[src/rtl/dpram_pkg.sv]
// Shared definitions for the dpram stream reader.
// Contents:
//   state_t    - controller states (IDLE, RUN, DRAIN)
//   FIFO_DEPTH - output FIFO depth; also the limit on buffered plus in-flight words
package dpram_pkg;

    typedef enum logic [1:0] {
        IDLE  = 2'd0,
        RUN   = 2'd1,
        DRAIN = 2'd2
    } state_t;

    localparam int FIFO_DEPTH = 2;

endpackage

[src/rtl/dpram_skid_fifo.sv]
// Two-entry output FIFO for the dpram stream reader.
// The head entry drives the output directly, so the data holds steady while the
// consumer stalls.
// Ports:
//   clk, rst     - clock, synchronous active-high reset (clears entries too)
//   flush        - empties the FIFO; the stored contents are kept but become invalid
//   push, din    - write one entry (caller guarantees space)
//   pop          - remove the head entry (ignored when empty)
//   dout, valid  - head entry and non-empty flag
//   count        - current occupancy
module dpram_skid_fifo
    import dpram_pkg::*;
#(
    parameter int width = 17
) (
    input  logic             clk,
    input  logic             rst,
    input  logic             flush,
    input  logic             push,
    input  logic [width-1:0] din,
    input  logic             pop,
    output logic [width-1:0] dout,
    output logic             valid,
    output logic [1:0]       count
);

    logic [width-1:0] mem [FIFO_DEPTH];
    logic             wr_ptr;
    logic             rd_ptr;
    logic             pop_ok;

    assign valid  = (count != 2'd0);
    assign pop_ok = pop && valid;
    assign dout   = mem[rd_ptr];

    always_ff @(posedge clk) begin
        if (rst) begin
            wr_ptr <= 1'b0;
            rd_ptr <= 1'b0;
            count  <= 2'd0;
            for (int i = 0; i < FIFO_DEPTH; i++) mem[i] <= '0;
        end else if (flush) begin
            wr_ptr <= 1'b0;
            rd_ptr <= 1'b0;
            count  <= 2'd0;
        end else begin
            if (push) begin
                mem[wr_ptr] <= din;
                wr_ptr      <= ~wr_ptr;
            end
            if (pop_ok) rd_ptr <= ~rd_ptr;
            count <= count + {1'b0, push} - {1'b0, pop_ok};
        end
    end

endmodule

[src/rtl/dpram_stream_reader.sv]
// Burst reader: streams len words from a dpram read port, starting at base_adr,
// out through a ready/valid interface.
// Optional feature: define DPRAM_READER_LOOP_EN to make a completed burst restart
// at the latched base address with no gap and no done pulse, until abort or rst.
// Ports:
//   clk, rst              - clock, synchronous active-high reset
//   start, base_adr, len  - burst request; base_adr and len are sampled on an accepted start
//   abort                 - ends the current burst and discards buffered and in-flight data
//   en_b, re_b, adr_b     - dpram read port controls and address
//   dat_b                 - dpram read data, one cycle after en_b & re_b
//   m_data, m_valid, m_last, m_ready - output stream
//   busy, done            - burst active; one-cycle completion pulse
module dpram_stream_reader
    import dpram_pkg::*;
#(
    parameter int adr_width = 13,
    parameter int dat_width = 16
) (
    input  logic                 clk,
    input  logic                 rst,
    input  logic                 start,
    input  logic [adr_width-1:0] base_adr,
    input  logic [adr_width:0]   len,
    input  logic                 abort,
    output logic                 en_b,
    output logic                 re_b,
    output logic [adr_width-1:0] adr_b,
    input  logic [dat_width-1:0] dat_b,
    output logic [dat_width-1:0] m_data,
    output logic                 m_valid,
    output logic                 m_last,
    input  logic                 m_ready,
    output logic                 busy,
    output logic                 done
);

`ifdef DPRAM_READER_LOOP_EN
    localparam bit LOOP_EN = 1'b1;
`else
    localparam bit LOOP_EN = 1'b0;
`endif

    state_t               state, state_nxt;
    logic [adr_width-1:0] adr_q, base_q;
    logic [adr_width:0]   len_q, rem_q;
    logic                 inflight_q, inflight_last_q;
    logic                 done_q;

    logic [1:0]           fifo_count;
    logic [dat_width:0]   fifo_dout;
    logic                 fifo_valid;
    logic [2:0]           fill;
    logic                 abort_act, xfer, final_xfer;
    logic                 accept, zero_start, issue, issue_last;

    assign abort_act  = abort && (state != IDLE);
    assign xfer       = fifo_valid && m_ready;
    assign final_xfer = xfer && fifo_dout[dat_width];
    assign accept     = (state == IDLE) && start && !abort && (len != '0);
    assign zero_start = (state == IDLE) && start && !abort && (len == '0);

    // Space is counted after this cycle's pop, so the head word leaving in the
    // same cycle frees its slot immediately; that is what allows one word per
    // cycle with only two entries and a one-cycle read latency.
    assign fill       = {1'b0, fifo_count} - {2'b0, xfer} + {2'b0, inflight_q};
    assign issue      = (state == RUN) && !abort_act && (fill < 3'(FIFO_DEPTH));
    assign issue_last = (rem_q == {{adr_width{1'b0}}, 1'b1});

    always_comb begin
        state_nxt = state;
        case (state)
            IDLE:    if (accept) state_nxt = RUN;
            RUN: begin
                if (abort_act)                              state_nxt = IDLE;
                else if (issue && issue_last && !LOOP_EN)   state_nxt = DRAIN;
            end
            DRAIN: begin
                if (abort_act || final_xfer) state_nxt = IDLE;
            end
            default: state_nxt = IDLE;
        endcase
    end

    always_ff @(posedge clk) begin
        if (rst) state <= IDLE;
        else     state <= state_nxt;
    end

    always_ff @(posedge clk) begin
        if (rst) begin
            adr_q           <= '0;
            base_q          <= '0;
            len_q           <= '0;
            rem_q           <= '0;
            inflight_q      <= 1'b0;
            inflight_last_q <= 1'b0;
            done_q          <= 1'b0;
        end else begin
            done_q          <= zero_start || ((state == DRAIN) && !abort_act && final_xfer);
            inflight_q      <= issue;
            inflight_last_q <= issue && issue_last;
            if (accept) begin
                base_q <= base_adr;
                len_q  <= len;
                adr_q  <= base_adr;
                rem_q  <= len;
            end else if (issue) begin
                if (issue_last && LOOP_EN) begin
                    adr_q <= base_q;
                    rem_q <= len_q;
                end else begin
                    adr_q <= adr_q + 1'b1;
                    rem_q <= rem_q - 1'b1;
                end
            end
        end
    end

    // The last flag travels with each read so m_last lines up with its word.
    dpram_skid_fifo #(.width(dat_width + 1)) u_fifo (
        .clk   (clk),
        .rst   (rst),
        .flush (abort_act),
        .push  (inflight_q && !abort_act),
        .din   ({inflight_last_q, dat_b}),
        .pop   (xfer),
        .dout  (fifo_dout),
        .valid (fifo_valid),
        .count (fifo_count)
    );

    assign en_b    = issue;
    assign re_b    = issue;
    assign adr_b   = adr_q;
    assign m_data  = fifo_dout[dat_width-1:0];
    assign m_valid = fifo_valid;
    assign m_last  = fifo_valid && fifo_dout[dat_width];
    assign busy    = (state != IDLE);
    assign done    = done_q;

endmodule
[config.mk]
export PLATFORM = sky130hd
export DESIGN_NAME = dpram_stream_reader
export DESIGN_NICKNAME = d
export VERILOG_FILES = /design/src/rtl/dpram_pkg.sv /design/src/rtl/dpram_skid_fifo.sv /design/src/rtl/dpram_stream_reader.sv
export SDC_FILE = /design/constraint.sdc
export NUM_CORES = 1
export LEC_CHECK = 0
export CORE_ASPECT_RATIO = 2
export CORE_MARGIN = 5
export CORE_UTILIZATION = 45
export DETAILED_ROUTE_END_ITERATION = 8
export PLACE_DENSITY = 0.78
export SYNTH_ARGS = -nofsm -noshare
export SYNTH_HDL_FRONTEND = slang
export SYNTH_SLANG_ARGS = --single-unit
[constraint.sdc]
create_clock -name clk -period 11.6 [get_ports clk]
set_input_delay 3.48 -clock clk [delete_from_list [all_inputs] [get_ports clk]]
set_output_delay 3.48 -clock clk [all_outputs]
set_load 0.005 [all_outputs]
* Word-level counts from Yosys, hierarchy flattened
Memory sizes are Yosys's and may differ from the RTL's. A register that Yosys moved wholly into a read port is not among the register bits.
Index checks and enable logic that the tools add are counted.
** Storage, ports and cells
- Register bits :: 36
- Memory bits (writable) :: 34
- Input port bits :: 48
- Output and inout bits :: 35
- Logic and storage cells :: 73
- Memories kept :: 1
** Operators by class
- $add $sub $neg :: 6
- Order comparisons :: 1
- Equal/unequal tests :: 6
- Mux-type cells :: 20
- Bitwise operators :: 2
- Reduce and logical (&&, ||, !) cells :: 28
** Memory list
- u_fifo.mem :: words 2, width 17, rd ports 1, clocked after memory_dff 1, wr ports 2, line dpram_skid_fifo.sv:27 : logic [width-1:0] mem [FIFO_DEPTH];
** Operator list (number)
- $mux W14 :: 2
- $mux W13 :: 2
- $mux W17 :: 1
- $reduce_or A17 Y1 :: 1
- $logic_and A1 B1 Y1 :: 15
- $eq A14 B1 Y1 const B :: 1
- $logic_not A14 Y1 :: 1
- $reduce_bool A14 Y1 :: 1
- $sub A14 B1 Y14 const B :: 1
- $add A13 B1 Y13 const B :: 1
- $mux W1 :: 10
- $mux W2 :: 4
- $pmux W2 S3 :: 1
- $reduce_bool A2 Y1 :: 3
- $ne A2 B2 Y1 const B :: 2
- $add A3 B1 Y3 :: 1
- $lt A3 B2 Y1 const B :: 1
- $ne A3 B2 Y1 const B :: 1
- $reduce_and A3 Y1 :: 1
- $sub A2 B1 Y3 :: 1
- $add A2 B1 Y2 :: 1
- $eq A2 B1 Y1 const B :: 1
- $eq A2 B2 Y1 const B :: 1
- $logic_not A1 Y1 :: 2
- 5 further kinds :: 7

* Longest topological paths before layout
- Depth after elaboration :: 10
- Gate-level depth with buffers :: 14
- Gate-level depth less buffers :: 13

* By module
Synthesis repeated with hierarchy kept, for this count alone.
** Unflattened totals
- Cell total of the unflattened synthesis :: 364
- Area total of the unflattened synthesis :: 3851.2 um2
** Modules (own cells, without submodules)
- dpram_stream_reader :: instances 1, cells each 245, area an instance 2019.4 um2
- dpram_skid_fifo :: instances 1, cells each 119, area an instance 1831.8 um2

* Least setup slack after synthesis
No wires, ideal clock.
- Kind :: input port to output port
- Start :: input m_ready
- End :: output re_b
- Arrival :: 5277 ps
- Data required time :: 8120 ps
- Setup slack :: 2843 ps
- Stages on the path :: 10
- Buffers on the path :: 2
- Cells stage by stage :: nand2_1 inv_1 ha_1 nand2b_1 fa_1 xnor2_1 nand3_2 inv_2 clkbuf_1 buf_4
** Between the ends
- Word-level cells in the longest chain between the ends :: 5
** Ends and longest elaborated chain
- start: declaration :: line dpram_stream_reader.sv:32 : input logic m_ready,
- $logic_and A1 B1 Y1 :: line dpram_stream_reader.sv:57 : assign xfer = fifo_valid && m_ready;
- $sub A2 B1 Y3 :: line dpram_stream_reader.sv:65 : assign fill = {1'b0, fifo_count} - {2'b0, xfer} + {2'b0, inflight_q};
- $add A3 B1 Y3 :: line dpram_stream_reader.sv:65
- $lt A3 B2 Y1 :: line dpram_stream_reader.sv:66 : assign issue = (state == RUN) && !abort_act && (fill < 3'(FIFO_DEPTH));
- $logic_and A1 B1 Y1 :: line dpram_stream_reader.sv:66
- end: declaration :: line dpram_stream_reader.sv:26 : output logic re_b,
No other way between the ends.

* Final worst setup path
Ends and elaborated chain as after synthesis.

==> metrics.txt <==
post-CTS sizing=0; router iterations before antenna repair=4; syn nets=393; NumNets Final=468; post-layout minimum cycle time=approximately 10 ns; Gate Count Post-Synth=about 340; register area share after synthesis=50.2%; Starting Density=between 40% and 50%; CTS max path bufs=2; most frequent cells in the layout=clkdlybuf4s50_1, nor2_1, dfxtp_1; DP Area=0.00436 mm2; root buf cell=clkbuf_16; post-synthesis xor/xnor area fraction=3.50%; Max-slew headroom=34.0%; Die Ht=roughly 130 um; GRT Residual Overflow=0; CP cell instances=clkdlybuf4s50_1 > nand2_1 > inv_1 > ha_1 > nand2b_1 > fa_1 > xnor2_1 > nand3_2 > inv_2 > clkdlybuf4s50_1; Routed Antenna Nets=0; status=finished, final reports clean; Worst EP arrival=6.53 ns; Clock transition at path regs=0.06 ns; Lkg Pwr=1.72 nW; initial drt markers=169; routed length per instance=about 17 um; Hold Vio Cnt, Final=0; most area-consuming cells after synthesis=edfxtp_1, dfxtp_1, and2_1, mux2_2, nor2_1; syn_area_per_cell=10.4 um2; fin. max-slew vios=0; Worst Path Max Fanout=21; most common cell after layout, fill and taps aside=clkdlybuf4s50_1; number of flops mapped to enable cells by yosys=34; vias=2,873; n_diodes=0; fin area=0.00468 mm2; hold buffers post-CTS=0; CTS tree=yes; post-synthesis compound-gate area fraction=11.2%; CP endpoint kind=output pin; IO Pins=83; proportion of synthesized area in mux cells=5.42%; Synth area leader=edfxtp_1; RePlAce Congestion=0.823; Area growth, synth to finish=33.5%; Slew @ Worst Pin=around 1 ns; Setup Slack @ Placement=approximately 1.6 ns; clock latency on the worst-skew pair=0.33 ns; Simple-Gate Fraction of Synth Area=a little under a quarter; number of global-route vias before repair=approximately 3.0k; ys async rst share=0%; Post-DP HPWL=6.24 mm; pin count of the biggest net entering global routing=38; Pwr Density=about 160 mW/mm2; first-pass GRT wire length=roughly 14 mm; layout cells sized above 1=11.2%; DRC Markers=0; post-CTS setup buffers=0; TNS Setup=0 ns; total CTS buffers=9; final wirelength=around 8.6 mm; critical path type=in -> out; Die Width=approximately 72 um; critical path's slowest cell=clkdlybuf4s50_1; die area=0.00977 mm2; Setup WS post-layout=~1.6 ns; CTS H-tree lvls=3; Hold Path Class=reg -> reg; final setup fails=0; Synth warnings=0; adder-cell share of the synthesized area=2.71%; Mapped Area=around 0.0035 mm2; port bufs=82; Max Clk Rate=99.9 MHz; Required @ worst endpoint=8.12 ns; Synth Register Bits=71; via/cell ratio=5.61; GR Util All Layers=18.2%; peak supply drop=between 0.09 and 0.1 mV; setup repair after global routing missed its margin=false; Tcrit/Tclk final=around 86%; Fin Clk Skew=0.00615 ns; row count=45; main combinational cell family by area after synthesis=simple AND/OR/NAND/NOR gates; CTS Sinks=71; crit-path max cell delay=0.58 ns; initial antenna violation count=0; Core ar.=0.00760 mm2; CP startpoint kind=input pin; Most used DFF post-synth=dfxtp_1; top-area cell type share of the netlist area=29.1%; post-synthesis cell type count=55; number of max-cap violations=0; CP dominant cell by count=clkdlybuf4s50_1
final cells by class:
type                       count  area (um2)
multi-input combinational    238        1620
clock inverter                 7        95.1
inverter                      10        37.5
timing repair buffer          83         828
clock buffer                   9         225
fill                         694        2920
tap                           94         118
sequential                    71        1760
power by group:
| group | total [mW] | switching, mW | internal, mW |
|---|---|---|---|
| registers | 0.299 | 0.0196 | 0.279 |
| clock network | 0.293 | 0.104 | 0.188 |
| logic | 0.141 | 0.0618 | 0.0792 |
critical path: cells and delay by family:
family | cells | cell delay [ns]
AND/OR/NAND/NOR | 3 | 0.66
buffers and inverters | 4 | 1.58
XOR/XNOR | 1 | 0.19
adder cells (fa/ha/maj) | 2 | 0.61
state kept, by name, indices dropped and copies added, names as in the netlist, named ones only:
| register | count |
|---|---|
| inflight_last_q | 1 |
| u_fifo.wr_ptr | 1 |
| rem_q | 14 |
| inflight_q | 1 |
| u_fifo.rd_ptr | 1 |
| state | 2 |
| adr_b | 13 |
| u_fifo.mem | 34 |
| done | 1 |
| u_fifo.count | 2 |
Yosys cell counts (3+ instances only):
cell / instances
nor2_1: 38
dfxtp_1: 37
and2_1: 36
edfxtp_1: 34
mux2_2: 16
a21oi_1: 14
nand2_1: 13
nand3_1: 12
clkbuf_1: 9
inv_1: 9
nor3_1: 9
xor2_1: 8
a211oi_1: 7
nand4_1: 7
o21ai_1: 7
ha_1: 6
xnor2_1: 6
a31oi_1: 5
nor4_1: 5
a22oi_1: 4
a221oi_1: 3
a32oi_1: 3
buf_2: 3
buf_4: 3
nor3b_1: 3
o311ai_0: 3
cell families after synthesis:
kind of cell	count (synthesis)
compound gates	56
xor+xnor	14
fa+ha+maj	7
buf+inv	29
flops	71
mux	17
simple gates	144
final timing paths:
path | cells past startpoint | slack [ns] | to | from
worst max-delay path | 10 | 1.59 | re_b | m_ready
worst min-delay path | 2 | 0.52 | u_fifo.rd_ptr | u_fifo.rd_ptr
worst max register to register | 13 | 7.88 | rem_q[13] | u_fifo.count[1]
worst min register to register | 2 | 0.52 | u_fifo.rd_ptr | u_fifo.rd_ptr
metrics by stage:
step                      hold slack, ns  power, mW  cells  util [%]
after CTS                          0.514      0.740    512      61.6
after detailed placement           0.499      0.445    496      57.4
after global routing               0.546      0.765    512      61.6
after floorplan                    0.472      0.379    338         -
after global placement             0.494      0.441    496      57.4
final                              0.515      0.732    512      61.6
metal layers:
metal | vias to the layer above | GRT usage (%) | wire, um
met1 | 1386 | 18.0 | 3100
met4 | 0 | 7.80 | 212
li1 | 1384 | - | -
met5 | - | 0 | 0
met2 | 86 | 35.1 | 4820
met3 | 17 | 3.87 | 429
(Power assumes the default switching activity.)
